<file path="config.mk">
export PLATFORM = sky130hd
export DESIGN_NAME = pc
export DESIGN_NICKNAME = d
export VERILOG_FILES = /design/src/rtl/pc_pkg.sv /design/src/rtl/pc_target_calc.sv /design/src/rtl/pc.sv
export SDC_FILE = /design/constraint.sdc
export NUM_CORES = 1
export LEC_CHECK = 0
export CORE_MARGIN = 1.5
export CORE_UTILIZATION = 45
export DETAILED_ROUTE_END_ITERATION = 8
export GPL_TIMING_DRIVEN = 0
export PLACE_DENSITY = 0.74
export SLEW_MARGIN = 10
export SYNTH_ARGS = -nofsm -noshare
export SYNTH_HDL_FRONTEND = slang
export SYNTH_HIERARCHICAL = 1
export SYNTH_SLANG_ARGS = --single-unit
</file>
<file path="constraint.sdc">
create_clock -name clk -period 4.97 [get_ports clk]
set_input_delay 0.994 -clock clk [delete_from_list [all_inputs] [get_ports clk]]
set_output_delay 0.994 -clock clk [all_outputs]
set_load 0.01 [all_outputs]
</file>
<file path="src/rtl/pc_pkg.sv">
// Shared constants and next-PC source encoding for the program-counter block.
// Define PC_JR_EN to add the register-indirect (jr) next-PC source.
package pc_pkg;

    localparam int PC_WIDTH = 32;
    localparam int PC_INC   = 4;
    localparam int JIDX_MSB = 25;
    localparam int IMM_MSB  = 15;

    localparam logic [PC_WIDTH-1:0] PC_RESET_VECTOR = 32'h0000_0000;

    typedef enum logic [1:0] {
        SEQ,
        BRANCH,
`ifdef PC_JR_EN
        JR,
`endif
        JUMP
    } pc_src_e;

endpackage

</file>
<file path="src/rtl/pc_target_calc.sv">
// Combinational next-PC computation: sequential, branch, jump (and jr with PC_JR_EN).
// Macro PC_JR_EN adds i_jump_reg / i_rs_data at highest priority.
module pc_target_calc
    import pc_pkg::*;
(
    input  logic [PC_WIDTH-1:0] i_pc,
    input  logic [PC_WIDTH-1:0] i_instr,
    input  logic                i_zero,
    input  logic                i_branch,
    input  logic                i_jump,
`ifdef PC_JR_EN
    input  logic                i_jump_reg,
    input  logic [PC_WIDTH-1:0] i_rs_data,
`endif
    output logic [PC_WIDTH-1:0] o_next_pc
);

    logic [PC_WIDTH-1:0] w_pc4;
    logic [PC_WIDTH-1:0] w_br_off;
    logic [PC_WIDTH-1:0] w_br_target;
    logic [PC_WIDTH-1:0] w_jmp_target;
    pc_src_e             w_src;
    logic                w_unused_opcode;

    // Opcode bits are decoded by the control unit, not here.
    assign w_unused_opcode = ^i_instr[PC_WIDTH-1:JIDX_MSB+1];

    assign w_pc4        = i_pc + PC_WIDTH'(PC_INC);
    assign w_br_off     = {{(PC_WIDTH-IMM_MSB-3){i_instr[IMM_MSB]}}, i_instr[IMM_MSB:0], 2'b00};
    assign w_br_target  = w_pc4 + w_br_off;
    assign w_jmp_target = {w_pc4[PC_WIDTH-1:JIDX_MSB+3], i_instr[JIDX_MSB:0], 2'b00};

    // NOTE: every always_comb output gets a default first so no path infers a latch.
    always_comb begin
        w_src     = SEQ;
        o_next_pc = w_pc4;
`ifdef PC_JR_EN
        if (i_jump_reg)
            w_src = JR;
        else
`endif
        if (i_jump)
            w_src = JUMP;
        else if (i_branch && i_zero)
            w_src = BRANCH;

        case (w_src)
            BRANCH:  o_next_pc = w_br_target;
            JUMP:    o_next_pc = w_jmp_target;
`ifdef PC_JR_EN
            JR:      o_next_pc = i_rs_data;
`endif
            default: o_next_pc = w_pc4;
        endcase
    end

endmodule

</file>
<file path="src/rtl/pc.sv">
// Program-counter register for the single-cycle MIPS datapath: reset, enable and hold.
// Macro PC_JR_EN adds JumpReg / rs_data for register-indirect jumps.
module pc
    import pc_pkg::*;
#(
    parameter logic [PC_WIDTH-1:0] RESET_VECTOR = PC_RESET_VECTOR
) (
    input  logic                clk,
    input  logic                reset,
    input  logic                en,
    input  logic [PC_WIDTH-1:0] instr,
    input  logic                Zero,
    input  logic                Branch,
    input  logic                Jump,
`ifdef PC_JR_EN
    input  logic                JumpReg,
    input  logic [PC_WIDTH-1:0] rs_data,
`endif
    output logic [PC_WIDTH-1:0] PC,
    output logic [PC_WIDTH-1:0] nextPC
);

    logic [PC_WIDTH-1:0] r_pc;
    logic [PC_WIDTH-1:0] w_next_pc;

    pc_target_calc u_target_calc (
        .i_pc       (r_pc),
        .i_instr    (instr),
        .i_zero     (Zero),
        .i_branch   (Branch),
        .i_jump     (Jump),
`ifdef PC_JR_EN
        .i_jump_reg (JumpReg),
        .i_rs_data  (rs_data),
`endif
        .o_next_pc  (w_next_pc)
    );

    // NOTE: sequential state uses non-blocking assignments so all flops update together.
    always_ff @(posedge clk) begin
        if (reset)
            r_pc <= RESET_VECTOR;
        else if (en)
            r_pc <= w_next_pc;
    end

    assign PC     = r_pc;
    assign nextPC = w_next_pc;

endmodule

</file>
==> metrics.yaml, run 1 <==
routing:
  postRouteAntennaNets: 0
  drcViolationCount: 0
  wl_microns: 13700
  vias: 4409
  via_per_inst: 5.91
  drt_first_pass_iters: 5
  first_iter_violations: 351
  routedWlPerCell_microns: 18.4
setup_path:
  crit_type: "primary input to output pin"
  cp.buffers_inverters: 4
  cp-end-kind: "output pin"
  max_stage_delay_ns: 0.49
  cp_cell_sequence: "clkdlybuf4s50_1 -> ha_1 -> inv_1 -> fa_1 -> nor2b_2 -> o2111ai_1 -> a21o_1 -> buf_4 -> a21oi_2 -> a21o_1 -> a21oi_1 -> xnor2_1 -> o221a_2 -> dlygate4sd2_1"
  critPathRequiredTime_ns: 3.98
  start_kind: "primary input"
  critPathTopFamily: "compound AO/OA/AOI/OAI gates"
  slowest_stage: "clkdlybuf4s50_1"
  crit_arrival_ns: 4.06
  path_max_fanout: 3
  cpMostUsedCell: "a21o_1"
sta:
  hold_violations: 0
  fmax_mhz: 198
  setup_violations: 1
  slew_headroom_pct: 56.5
  setup_tns_ns: -0.0828
  tightest_slew_ns: 0.653
  hold_slack_ns: 0.533
  grt_setup_unrepaired: "yes"
  fin_worst_skew_ns: 0.00484
  drv_slew: 0
  period_share_pct: 102
  layout_min_cycle_time_ns: 5.05
  setup_slack_ns: -0.0828
global_routing:
  antenna_found_initial: 0
  grt_pass1_wl_microns: 20800
  gr-total-overflow: 0
  grt_use_total_pct: 27.0
  grt_util_met3_pct: 1.87
  gr-usage-met1_pct: 38.9
  gr-max-usage-layer: "met2"
  grt_util_met2_pct: 43.5
  grt_max_degree: 22
  grt_pass1_vias: 3994
pwr:
  seqPwrFrac_pct: 28.4
  clock_power_share_pct: 18.4
  p_per_area_mw_per_mm2: 191
  switching_share_pct: 39.1
  p_switching_w: 0.000425
  combPwrFrac_pct: 53.2
  p_int_w: 0.000661
  vdd_drop_max_v: 0.000241
  p_leak_nw: 2.55
clock_network:
  clock-sinks: 32
  clockBufferDepth: 2
  clockRootBuffer: "clkbuf_8"
  ctsHtreeMaxLevel: 2
  clkTransAtPathRegs_ns: 0.06
  cts_made_buffers: 5
  ctsHoldBuffers: 0
  tritoncts: "yes"
  clk_latency_ns: 0.28
layout:
  diodes: 0
  final_util_pct: 65.5
  area_growth_pct: 41.3
  largest_register_ffs: 32
  filler_cell_count: 739
  drive_gt1_share_pct: 20.1
  num-nets-final: 711
die:
  row_count: 34
  core_area_sq_mm: 0.00868
  die_w_microns: 97.5
  io_pins: 102
  dieArea_sq_mm: 0.00951
  start_util_pct: 46.3
  die_h_microns: 97.5
logic_synthesis:
  yosys_warnings: 6
  synth_top_area_share_pct: 15.9
  netlist_area_sq_mm: 0.00402
  syn_nets: 584
  synthTopCellsByArea: "dfxtp_1 16%, ha_1 11%, mux2i_1 9.0%, xnor2_1 7.8%, nor2_1 6.0%"
  synth_seq_area_share_pct: 15.9
  synth-seq-cells: 32
  synth-edff-count: 0
  ys_types: 67
  ys.flop_type: "dfxtp_1"
  postSynthAreaPerCell_sq_um: 7.88
  async_flop_share_pct: 0
  postSynthCellCount: 510
  yosysTopAreaCell: "dfxtp_1"
run_status:
  violations: "setup timing"
  status: "complete, but fails checks"
place:
  port_buffers: 93
  hpwl_microns: 10600
  gp_congestion: 0.953
worst_hold_path:
  hp-class: "flop to flop"
run:
  drv_cap: 0
## per-stage QoR
stage	setup slack, ns	instances	power, W	area [sq um]
finish	-0.0828	746	0.00109	5680
CTS	-0.0298	730	0.00105	5420
floorplan	0.671	510	0.000622	4020
detailed placement	-0.642	711	0.000824	5090
global placement	-0.624	711	0.000818	5090
global route	-0.144	746	0.00114	5680
## final timing paths
| kind | startpoint | endpoint | slack, ns | cells after the start |
|---|---|---|---|---|
| setup / recovery | instr[0] | nextPC[18] | -0.08 | 14 |
| hold / removal | PC[0] | PC[0] | 0.53 | 2 |
| setup reg to reg | PC[7] | PC[31] | 1.16 | 18 |
| hold reg to reg | PC[0] | PC[0] | 0.53 | 2 |
## placed cells by master (no fill, tap or decap), types with 11 or more instances in the layout
cell type        instances
o21a_1                  11
nand3_1                 20
xnor2_1                 27
a21oi_1                 30
nand2_1                 38
nor2_1                  62
mux2i_1                 36
a21o_1                  12
inv_1                   15
dfxtp_1                 20
o211ai_1                11
buf_4                   28
xor2_1                  11
ha_1                    27
clkdlybuf4s50_1         73
o21ai_0                 11
clkbuf_1                13
## power groups by stage
stage / Combinational, W / Sequential, W / Clock (W)
2_1_floorplan: 0.000309 / 0.000313 / 0
3_3_place_gp: 0.000508 / 0.000311 / 0
3_5_place_dp: 0.000513 / 0.000311 / 0
4_1_cts: 0.000536 / 0.000309 / 0.000205
5_1_grt: 0.000619 / 0.000311 / 0.000215
6_report: 0.000578 / 0.000308 / 0.000200
## worst min-delay path: stages, from the launching register on
cell     delay (ns)
dfxtp_1        0.35
mux2i_1        0.08
nor2_1         0.08
## Yosys cell counts, types with 3 or more instances
master,instances
a211oi_1,3
a21o_1,12
a21oi_1,40
a31oi_1,5
and3_1,8
and4_1,3
buf_1,3
buf_12,3
clkbuf_1,12
dfxtp_1,32
ha_1,35
inv_1,15
mux2i_1,36
nand2_1,41
nand2b_1,4
nand3_1,20
nand4_1,9
nand4_4,3
nor2_1,64
nor2b_1,6
nor3_1,11
o211ai_1,11
o21a_1,11
o21ai_0,14
o21ai_1,3
o21bai_1,5
o221a_2,3
o31ai_1,4
or3_1,3
xnor2_1,36
xor2_1,12
## routing by layer
layer,wire length (microns),vias up
met2,6430,182
li1,-,2110
met4,246,0
met1,6090,2095
met3,953,22
met5,0,-
## kinds of logic after synthesis
kind of cell	Yosys count	share of synthesized area [%]
adder cells (fa/ha/maj)	36	11.4
buffers and inverters	38	5.26
AND/OR/NAND/NOR	188	24.8
AO/OA/AOI/OAI	128	21.5
flip-flops	32	15.9
XOR/XNOR	50	11.5
multiplexers	38	9.52
## repair_timing
| item | CTS | global route |
|---|---|---|
| pin swaps | 11 | 21 |
| gates resized for setup | 60 | 41 |
| endpoints found under the setup margin | 17 | 19 |
| setup buffers | 11 | 17 |
| gates cloned | 0 | 0 |
## layout make-up
class | count | area [sq um] | share of cell area, %
plain buffers | 21 | 150 | 2.64
clock buffers | 8 | 90.1 | 1.59
inverters | 16 | 60.1 | 1.06
multi-input cells | 440 | 3430 | 60.4
flip-flops and latches | 32 | 673 | 11.9
well taps | 108 | 135 | 2.38
repair buffers | 121 | 1140 | 20.0
Note: power is estimated with default switching activity, not from simulation.
==> run 2: changes to the inputs <==
--- a/config.mk
+++ b/config.mk
@@ -5,11 +5,10 @@
 export SDC_FILE = /design/constraint.sdc
 export NUM_CORES = 1
 export LEC_CHECK = 0
-export CORE_MARGIN = 1.5
-export CORE_UTILIZATION = 45
+export CORE_MARGIN = 2
+export CORE_UTILIZATION = 25
 export DETAILED_ROUTE_END_ITERATION = 8
 export GPL_TIMING_DRIVEN = 0
-export PLACE_DENSITY = 0.74
 export SLEW_MARGIN = 10
 export SYNTH_ARGS = -nofsm -noshare
 export SYNTH_HDL_FRONTEND = slang
==> metrics.yaml, run 2 (same netlist as run 1, synthesis figures left out) <==
run_status:
  status: "complete, but fails checks"  # unchanged
  violations: "setup timing"  # unchanged
clock_network:
  clock-sinks: 32  # unchanged
  clockRootBuffer: "clkbuf_16"  # was clkbuf_8
  clkTransAtPathRegs_ns: 0.05  # was 0.06 ns
  tritoncts: "yes"  # unchanged
  clk_latency_ns: 0.28  # about the same
  clockBufferDepth: 2  # unchanged
  cts_made_buffers: 5  # unchanged
  ctsHoldBuffers: 0  # unchanged
  ctsHtreeMaxLevel: 2  # unchanged
sta:
  hold_slack_ns: 0.517  # was 0.533 ns
  drv_slew: 0  # unchanged
  period_share_pct: 100  # was 102%
  tightest_slew_ns: 0.623  # was 0.653 ns
  layout_min_cycle_time_ns: 4.98  # was 5.05 ns
  setup_violations: 1  # unchanged
  grt_setup_unrepaired: "yes"  # unchanged
  setup_slack_ns: -0.00729  # was -0.0828 ns
  fin_worst_skew_ns: 0.00287  # was 0.00484 ns
  fmax_mhz: 201  # was 198 MHz
  slew_headroom_pct: 58.4  # was 56.5%
  hold_violations: 0  # unchanged
layout:
  stdcell_area_sq_mm: 0.00581  # was 0.00568 sq mm
  area_growth_pct: 44.6  # was 41.3%
  final_cell_mix: "74 x clkdlybuf4s50_1, 61 x nor2_1, 38 x nand2_1, 36 x mux2i_1, 29 x a21oi_1"  # was 73 x clkdlybuf4s50_1, 62 x nor2_1, 38 x nand2_1, 36 x mux2i_1, 30 x a21oi_1
  final_cell_count_no_fill: 849  # was 746
  diodes: 0  # unchanged
  num-nets-final: 706  # was 711
  drive_gt1_share_pct: 19.4  # was 20.1%
  largest_register_ffs: 32  # unchanged
  final_common_cell: "clkdlybuf4s50_1"  # unchanged
  filler_cell_count: 1657  # was 739
  final_util_pct: 36.7  # was 65.5%
setup_path:
  crit_arrival_ns: 3.98  # was 4.06 ns
  max_stage_delay_ns: 0.40  # was 0.49 ns
  crit_type: "flop to output pin"  # was primary input to output pin
  slowest_stage: "dfxtp_2"  # was clkdlybuf4s50_1
  critPathRequiredTime_ns: 3.98  # about the same
  cp_cell_sequence: "ha_2 -> inv_1 -> nor4_4 -> buf_4 -> and3_4 -> nand2_1 -> xnor2_2 -> ha_1 -> a21oi_1 -> inv_1 -> a21o_1 -> a221oi_1 -> nand2_1 -> buf_4 -> o31ai_1 -> nor3_2 -> dlygate4sd2_1"  # was clkdlybuf4s50_1 -> ha_1 -> inv_1 -> fa_1 -> nor2b_2 -> o2111ai_1 -> a21o_1 -> buf_4 -> a21oi_2 -> a21o_1 -> a21oi_1 -> xnor2_1 -> o221a_2 -> dlygate4sd2_1
  path_max_fanout: 7  # was 3
  cp-end-kind: "output pin"  # unchanged
  start_kind: "flop"  # was primary input
die:
  die_w_microns: 131  # was 97.5 microns
  io_pins: 102  # unchanged
  dieArea_sq_mm: 0.0171  # was 0.00951 sq mm
  die_h_microns: 131  # was 97.5 microns
  row_count: 46  # was 34
  start_util_pct: 25.4  # was 46.3%
  core_area_sq_mm: 0.0158  # was 0.00868 sq mm
routing:
  via_per_inst: 4.84  # was 5.91
  vias: 4107  # was 4,409
  drcViolationCount: 0  # unchanged
  wl_microns: 13700  # about the same
  postRouteAntennaNets: 0  # unchanged
  route.met3.wl_microns: 487  # was 953 microns
  met1_length_microns: 6400  # was 6090 microns
  wl_met2_microns: 6480  # was 6430 microns
  top_layer_used: "met4"  # unchanged
  drt_first_pass_iters: 5  # unchanged
  first_iter_violations: 244  # was 351
  routedWlPerCell_microns: 16.1  # was 18.4 microns
global_routing:
  grt_pass1_wl_microns: 21000  # was 20,800 microns
  grt_use_total_pct: 15.8  # was 27.0%
  antenna_found_initial: 0  # unchanged
  gr-total-overflow: 0  # unchanged
  grt_pass1_vias: 3765  # was 3,994
  grt_max_degree: 22  # unchanged
run:
  drv_cap: 0  # unchanged
pwr:
  p_total_w: 0.00118  # was 0.00109 W
  p_leak_nw: 2.54  # was 2.55 nW
  vdd_drop_max_v: 0.000129  # was 0.000241 V
  p_per_area_mw_per_mm2: 202  # was 191 mW/mm^2
place:
  port_buffers: 93  # unchanged
  hpwl_microns: 11200  # was 10,600 microns
  gp_congestion: 0.898  # was 0.953
  dp.cells: 819  # was 711
  placed_area_sq_mm: 0.00522  # was 0.00509 sq mm
worst_hold_path:
  hp-class: "flop to flop"  # unchanged
-- run 2: final cells by class --
class | count | area, sq um | share of cell area [%]
Multi-Input combinational cell | 440 | 3410 | 58.6
Timing Repair Buffer | 116 | 1110 | 19.0
Sequential cell | 32 | 671 | 11.5
Tap cell | 216 | 270 | 4.65
Buffer | 21 | 150 | 2.58
Clock buffer | 8 | 146 | 2.52
Inverter | 16 | 60.1 | 1.03
-- run 2: final timing paths --
| path | startpoint | to | slack, ns | cells past startpoint |
|---|---|---|---|---|
| setup reg to reg | PC[2] | PC[31] | 0.99 | 20 |
| hold reg to reg | PC[0] | PC[0] | 0.52 | 2 |
| setup / recovery | PC[2] | nextPC[31] | -0.007 | 17 |
| hold / removal | PC[0] | PC[0] | 0.52 | 2 |
-- run 2: where the power goes --
part	internal [W]	switching (W)	leakage, nW	total, W
clock	0.000199	0.000104	0.0712	0.000304
combinational	0.000268	0.000293	2.20	0.000562
sequential	0.000276	0.0000344	0.269	0.000310
total	0.000743	0.000432	2.54	0.00118
-- run 2: per-layer routing --
metal  vias to the layer above  global-route usage, %
li1                       2110                      -
met2                        99                   25.1
met1                      1880                   22.5
met4                         0                   5.76
met5                         -                      0
met3                        18                   1.30
-- run 2: critical path, delay by kind of cell (launching register included) --
family / cells / cell delay (ns)
AO/OA/AOI/OAI: 4 / 0.91
buffers and inverters: 5 / 0.85
AND/OR/NAND/NOR: 5 / 0.81
adder cells (fa/ha/maj): 2 / 0.52
flip-flops: 1 / 0.40
XOR/XNOR: 1 / 0.22
-- run 2: timing repair --
action / 4_1_cts / 5_1_grt
setup endpoints to repair: 17 / 20
gates resized for setup: 58 / 38
pin swaps: 12 / 16
buffers inserted: 13 / 10
-- run 2: through the flow --
stage	TNS, ns	worst slack, ns
after detailed placement	-6.25	-0.666
after CTS	-0.0997	-0.0997
after floorplan	0	0.671
final	-0.00729	-0.00729
after global placement	-6.81	-0.678
after global routing	-0.342	-0.198
==> run 3: changes to the inputs <==
--- a/config.mk
+++ b/config.mk
@@ -9,6 +9,7 @@
 export CORE_UTILIZATION = 25
 export DETAILED_ROUTE_END_ITERATION = 8
 export GPL_TIMING_DRIVEN = 0
+export RECOVER_POWER = 50
 export SLEW_MARGIN = 10
 export SYNTH_ARGS = -nofsm -noshare
 export SYNTH_HDL_FRONTEND = slang
==> metrics.yaml, run 3 (same netlist as run 1, synthesis figures left out) <==
layout:
  num-nets-final: 706  # unchanged
  largest_register_ffs: 32  # unchanged
  final_cell_count_no_fill: 849  # unchanged
  diodes: 0  # unchanged
  final_cell_mix: "61 x nor2_1, 43 x clkdlybuf4s50_1, 38 x nand2_1, 36 x mux2i_1, 31 x dlygate4sd3_1"  # was 74 x clkdlybuf4s50_1, 61 x nor2_1, 38 x nand2_1, 36 x mux2i_1, 29 x a21oi_1
  drive_gt1_share_pct: 19.0  # was 19.4%
  area_growth_pct: 44.3  # was 44.6%
  final_util_pct: 36.6  # was 36.7%
  final_common_cell: "nor2_1"  # was clkdlybuf4s50_1
routing:
  drcViolationCount: 0  # unchanged
  first_iter_violations: 207  # was 244
  vias: 4131  # was 4,107
  routedWlPerCell_microns: 16.1  # about the same
  wl_microns: 13700  # about the same
  drt_first_pass_iters: 5  # unchanged
  via_per_inst: 4.87  # was 4.84
  postRouteAntennaNets: 0  # unchanged
place:
  gp_congestion: 0.898  # unchanged
  hpwl_microns: 11200  # unchanged
  dp.cells: 819  # unchanged
  port_buffers: 93  # unchanged
run_status:
  status: "complete, but fails checks"  # unchanged
  violations: "setup timing"  # unchanged
sta:
  period_share_pct: 100  # about the same
  fmax_mhz: 201  # about the same
  drv_slew: 0  # unchanged
  grt_setup_unrepaired: "yes"  # unchanged
  fin_worst_skew_ns: 0.00297  # was 0.00287 ns
  hold_violations: 0  # unchanged
  tightest_slew_ns: 0.627  # was 0.623 ns
  setup_tns_ns: -0.0130  # was -0.00729 ns
  slew_headroom_pct: 58.2  # was 58.4%
  setup_slack_ns: -0.0130  # was -0.00729 ns
  layout_min_cycle_time_ns: 4.98  # about the same
  setup_violations: 1  # unchanged
pwr:
  vdd_drop_max_v: 0.000129  # about the same
  p_per_area_mw_per_mm2: 201  # was 202 mW/mm^2
  p_int_w: 0.000736  # was 0.000743 W
  p_switching_w: 0.000430  # was 0.000432 W
  clock_power_share_pct: 26.0  # was 25.8%
  seqPwrFrac_pct: 26.5  # was 26.4%
  combPwrFrac_pct: 47.5  # was 47.8%
  p_leak_nw: 2.62  # was 2.54 nW
  switching_share_pct: 36.9  # was 36.8%
setup_path:
  critPathRequiredTime_ns: 3.98  # about the same
  path_max_fanout: 7  # unchanged
  slowest_stage: "dfxtp_2"  # unchanged
  max_stage_delay_ns: 0.40  # about the same
  cp_cell_sequence: "ha_2 -> inv_1 -> nor4_4 -> buf_4 -> and3_4 -> nand2_1 -> xnor2_2 -> ha_1 -> a21oi_1 -> inv_1 -> a21o_1 -> a221oi_1 -> nand2_1 -> buf_4 -> o31ai_1 -> nor3_2 -> dlygate4sd2_1"  # unchanged
  crit_type: "flop to output pin"  # unchanged
  crit_start: "PC[2]"  # unchanged
  crit_arrival_ns: 3.99  # was 3.98 ns
  regToRegStartpoint: "PC[2]"  # unchanged
  start_kind: "flop"  # unchanged
  cp-end-kind: "output pin"  # unchanged
global_routing:
  grt_use_total_pct: 15.8  # unchanged
  grt_max_degree: 22  # unchanged
  grt_pass1_wl_microns: 21000  # unchanged
  grt_pass1_vias: 3765  # unchanged
  antenna_found_initial: 0  # unchanged
  gr-total-overflow: 0  # unchanged
die:
  dieArea_sq_mm: 0.0171  # unchanged
  die_h_microns: 131  # unchanged
  io_pins: 102  # unchanged
  core_area_sq_mm: 0.0158  # unchanged
  row_count: 46  # unchanged
  die_w_microns: 131  # unchanged
  start_util_pct: 25.4  # unchanged
clock_network:
  clk_latency_ns: 0.28  # about the same
  clkTransAtPathRegs_ns: 0.05  # about the same
  ctsHoldBuffers: 0  # unchanged
  clockBufferDepth: 2  # unchanged
  clock-sinks: 32  # unchanged
  clockRootBuffer: "clkbuf_16"  # unchanged
  tritoncts: "yes"  # unchanged
  cts_made_buffers: 5  # unchanged
  ctsHtreeMaxLevel: 2  # unchanged
run:
  drv_cap: 0  # unchanged
worst_hold_path:
  hp-class: "flop to flop"  # unchanged
  hp-start: "PC[0]"  # unchanged
## run 3: cell types whose count changed in the layout (fill, tap and decap cells not counted), sizes merged
cell / before / now
dlygate4sd3: 0 / 31
buf: 31 / 28
clkbuf: 23 / 26
clkdlybuf4s50: 74 / 43
## run 3: layout make-up
type	instances	area, sq um
clock buffer	8	146
fill	1658	10000
timing repair buffer	116	1110
multi-input combinational	440	3400
inverter	16	60.1
buffer	21	150
sequential	32	671
tap	216	270
## run 3: critical path: cells and delay by family (launching register included)
kind                     cells  cell delay, ns
AO/OA/AOI/OAI                4            0.91
buffers and inverters        5            0.85
AND/OR/NAND/NOR              5            0.81
adder cells (fa/ha/maj)      2            0.52
flip-flops                   1            0.40
XOR/XNOR                     1            0.22
## run 3: power groups by stage
stage | Sequential [W] | Clock, W | Combinational [W]
finish | 0.000309 | 0.000303 | 0.000554
detailed placement | 0.000312 | 0 | 0.000513
CTS | 0.000309 | 0.000312 | 0.000539
floorplan | 0.000313 | 0 | 0.000309
global placement | 0.000311 | 0 | 0.000515
global route | 0.000313 | 0.000322 | 0.000602
## run 3: metal layers
layer  wire length, microns  global-route usage [%]  part of all wire, %
met1                   6470                    22.5                   47
met2                   6540                    25.1                   48
met3                    378                    1.30                  2.8
met4                    323                    5.76                  2.4
met5                      0                       0                    0
## run 3: what timing repair did
item,4_1_cts,5_1_grt
setup buffers,13,10
setup endpoints to repair,17,20
resized for setup,58,38
pin swaps,12,16
## run 3: through the flow
stage               total power, W  setup WS (ns)  hold WS (ns)  cell area, sq um
floorplan                 0.000622          0.671         0.540              4020
global placement          0.000826         -0.678         0.502              5220
global route               0.00124         -0.198         0.566              5800
CTS                        0.00116        -0.0997         0.519              5620
finish                     0.00117        -0.0130         0.506              5800
detailed placement        0.000825         -0.666         0.507              5220
## run 3: final timing paths
kind                            cells after the start  slack [ns]    endpoint
worst min-delay path                                2        0.51       PC[0]
worst max register to register                     20        0.99      PC[31]
worst min register to register                      2        0.51       PC[0]
worst max-delay path                               17       -0.01  nextPC[31]
==> RTL edit (flow settings as in run 3) <==
Make the reset (`reset`) asynchronous in one clocked block.
--- a/src/rtl/pc.sv
+++ b/src/rtl/pc.sv
@@ -37,7 +37,7 @@
     );
 
     // NOTE: sequential state uses non-blocking assignments so all flops update together.
-    always_ff @(posedge clk) begin
+    always_ff @(posedge clk or posedge reset) begin
         if (reset)
             r_pc <= RESET_VECTOR;
         else if (en)
Formal check against the unedited RTL: differs if reset is asserted again (counterexample within 4 cycles, from zero or initial values and one cycle with reset high); with reset held inactive, the same outputs for 10 cycles.
==> RTL edit against run 3 <==
Area after synthesis increased by 4.6%; cell area rose by 5.0%; critical path type unchanged; largest cell class unchanged; highest routed layer unchanged; final cell count down 1.9%; routed wire length rose by 9.3%; the run still ends with setup timing left; sequential cell count unchanged; synthesized cell count decreased by 6.7%; worst setup slack gained 0.011 ns.
Power is not compared: it rests on default switching activity, and its combinational part moved more than twofold at a synthesized area within 25%.
==> RTL edit: results (changes against run 3) <==
* Status: complete, but fails checks
* Failing checks: setup timing
* Cts repair resizes at 57 (-1.7%)
* Final setup margin at -0.00229 ns (+0.0107 ns)
* Global-route wire length before repair at 22.7 mm (+8.2%)
* WL final at 15.0 mm (+9.3%)
* Met2 Use GR at 27.9% (+2.8 points)
* Final estimated routing congestion in global placement at 0.931 (+3.6%)
* Largest net degree at the start of global routing at 33 (+50%)
* Synth top cells by count: 41 x nand2_1, 40 x a21oi_1, 36 x xnor2_1
* Worst Hold Class: reg2reg
* Fin Clk Skew at 0.00499 ns (+0.00203 ns)
* Worst Setup SP: PC[2]
* Clk_lat worst skew at 0.28 ns (about the same)
* DR pass1 iterations at 5 (unchanged)
* Vias in the first global route at 4155 (+10%)
* Post-DP HPWL at 11.5 mm (+2.5%)
* Postcts setup bufs at 30 (+17)
* Post-synthesis sequential area ratio at 19.0% (+3.1 points)
* Final std cells w/o fill at 833 (-1.9%)
* Clk pin slew, worst setup/hold paths at 0.06 ns
* Synth area leaders: dfrtp_1 19%, mux2_4 11%, ha_1 10%
* Cells after DPL at 789 (-3.7%)
* Met3 usage at 1.64% (+0.33 points)
* H-tree depth at 2 (unchanged)
* NumNets Final at 686 (-2.8%)
* Final number of setup-violating endpoints at 1 (unchanged)
* Final setup TNS at -0.00229 ns (+0.0107 ns)
* Synth Net Count at 550 (-5.8%)
* FF-to-FF path depth at 18 (-10%)
* Crit path capture: nextPC[25]
* Critical path arrival at 3.98 ns (about the same)
* Asr flop ratio synth at 100% (+100 points)
* Initial DRC Count at 297 (+43%)
* Reg2reg end: PC[25]
* ANT cells at 0 (unchanged)
* Via-per-instance ratio at 5.14 (+5.7%)
* Cells after synthesis at 476 (-6.7%)
* Slew HR at 13.4% (-45 points)
* Grt met1 use at 20.6% (-1.8 points)
* Netlist cell types at 68 (+1.5%)
* CP max FO at 6 (-1)
* Share of post-route cells with drive strength above 1 at 27.2% (+8.3 points)
* Total track usage at 16.1% (+0.26 points)
* Flop2flop setup slack at 0.95 ns (-0.04 ns)
## RTL edit: cell count changes in the layout (fill, tap and decap cells not counted), sizes merged
cell and change:
dfrtp +32, dfxtp -32, mux2 +32, mux2i -32, nor2 -32, buf +18, clkbuf -9, clkdlybuf4s50 +7
dlygate4sd3 -6, dlymetal6s2s -4, dlygate4sd2 +3, bufinv +1, clkinv +1, inv +1
## RTL edit: logic make-up (layout without fill, tap and decap cells)
logic type	after synthesis	after routing	share of synthesized area [%]
AO/OA/AOI/OAI	128	128	20.6
XOR/XNOR	50	50	11.0
multiplexers	38	38	12.7
adder cells (fa/ha/maj)	36	36	10.9
buffers and inverters	36	173	4.85
AND/OR/NAND/NOR	156	156	20.9
flip-flops	32	32	19.0
## RTL edit: final cells by class
type                            instances  area [sq um]
Multi-Input combinational cell        408          3430
Sequential cell                        32           818
Clock inverter                          2          35.0
Inverter                               17          63.8
Timing Repair Buffer                  131          1200
Clock buffer                            6           129
Fill cell                            1634         10400
Tap cell                              220           275
Buffer                                 17           135
## RTL edit: per-stage QoR
step / instance area (sq um) / power [mW] / worst slack, ns / hold WS, ns
floorplan: 4210 / 1.35 / 0.665 / 0.565
global placement: 5410 / 1.83 / -0.695 / 0.520
detailed placement: 5410 / 1.85 / -0.734 / 0.531
CTS: 5940 / 2.34 / 0.00303 / 0.547
global route: 6090 / 2.56 / -0.136 / 0.554
finish: 6090 / 2.41 / -0.00229 / 0.522
## RTL edit: how the worst min path moves through the flow
stage	startpoint	endpoint	slack (ns)	cells after the start
3_3_place_gp	PC[1]	PC[1]	0.52	1
3_5_place_dp	PC[1]	PC[1]	0.53	1
4_1_cts	PC[1]	PC[1]	0.55	1
2_1_floorplan	PC[0]	PC[0]	0.56	1
5_1_grt	PC[1]	PC[1]	0.55	1
6_report	PC[1]	PC[1]	0.52	1
## RTL edit: layer usage
layer	up-vias	routed length (microns)	share of wire [%]
met1	2099	6540	44
met4	0	426	2.8
met3	26	671	4.5
met2	144	7350	49
li1	2016	-	-
met5	-	0	0
## RTL edit: power by group through the flow
stage | combinational, mW | clock [mW] | sequential, mW
2_1_floorplan | 0.897 | 0 | 0.449
3_3_place_gp | 1.38 | 0 | 0.443
3_5_place_dp | 1.41 | 0 | 0.446
4_1_cts | 1.55 | 0.355 | 0.434
5_1_grt | 1.74 | 0.367 | 0.446
6_report | 1.62 | 0.352 | 0.436
## RTL edit: worst max-delay path, cell delays in order (launching register included)
cell and delay (ns):
dfrtp_2 0.42, nand2_2 0.11, nor4_4 0.36, and2_1 0.17, clkbuf_4 0.18, nand3_1 0.14, xnor2_2 0.23, ha_4 0.25
a21oi_1 0.14, nand2_1 0.10, a21o_1 0.19, a31oi_1 0.23, o21ai_2 0.15, a311oi_2 0.32, xnor2_1 0.19, o221a_1 0.27
clkdlybuf4s15_1 0.25
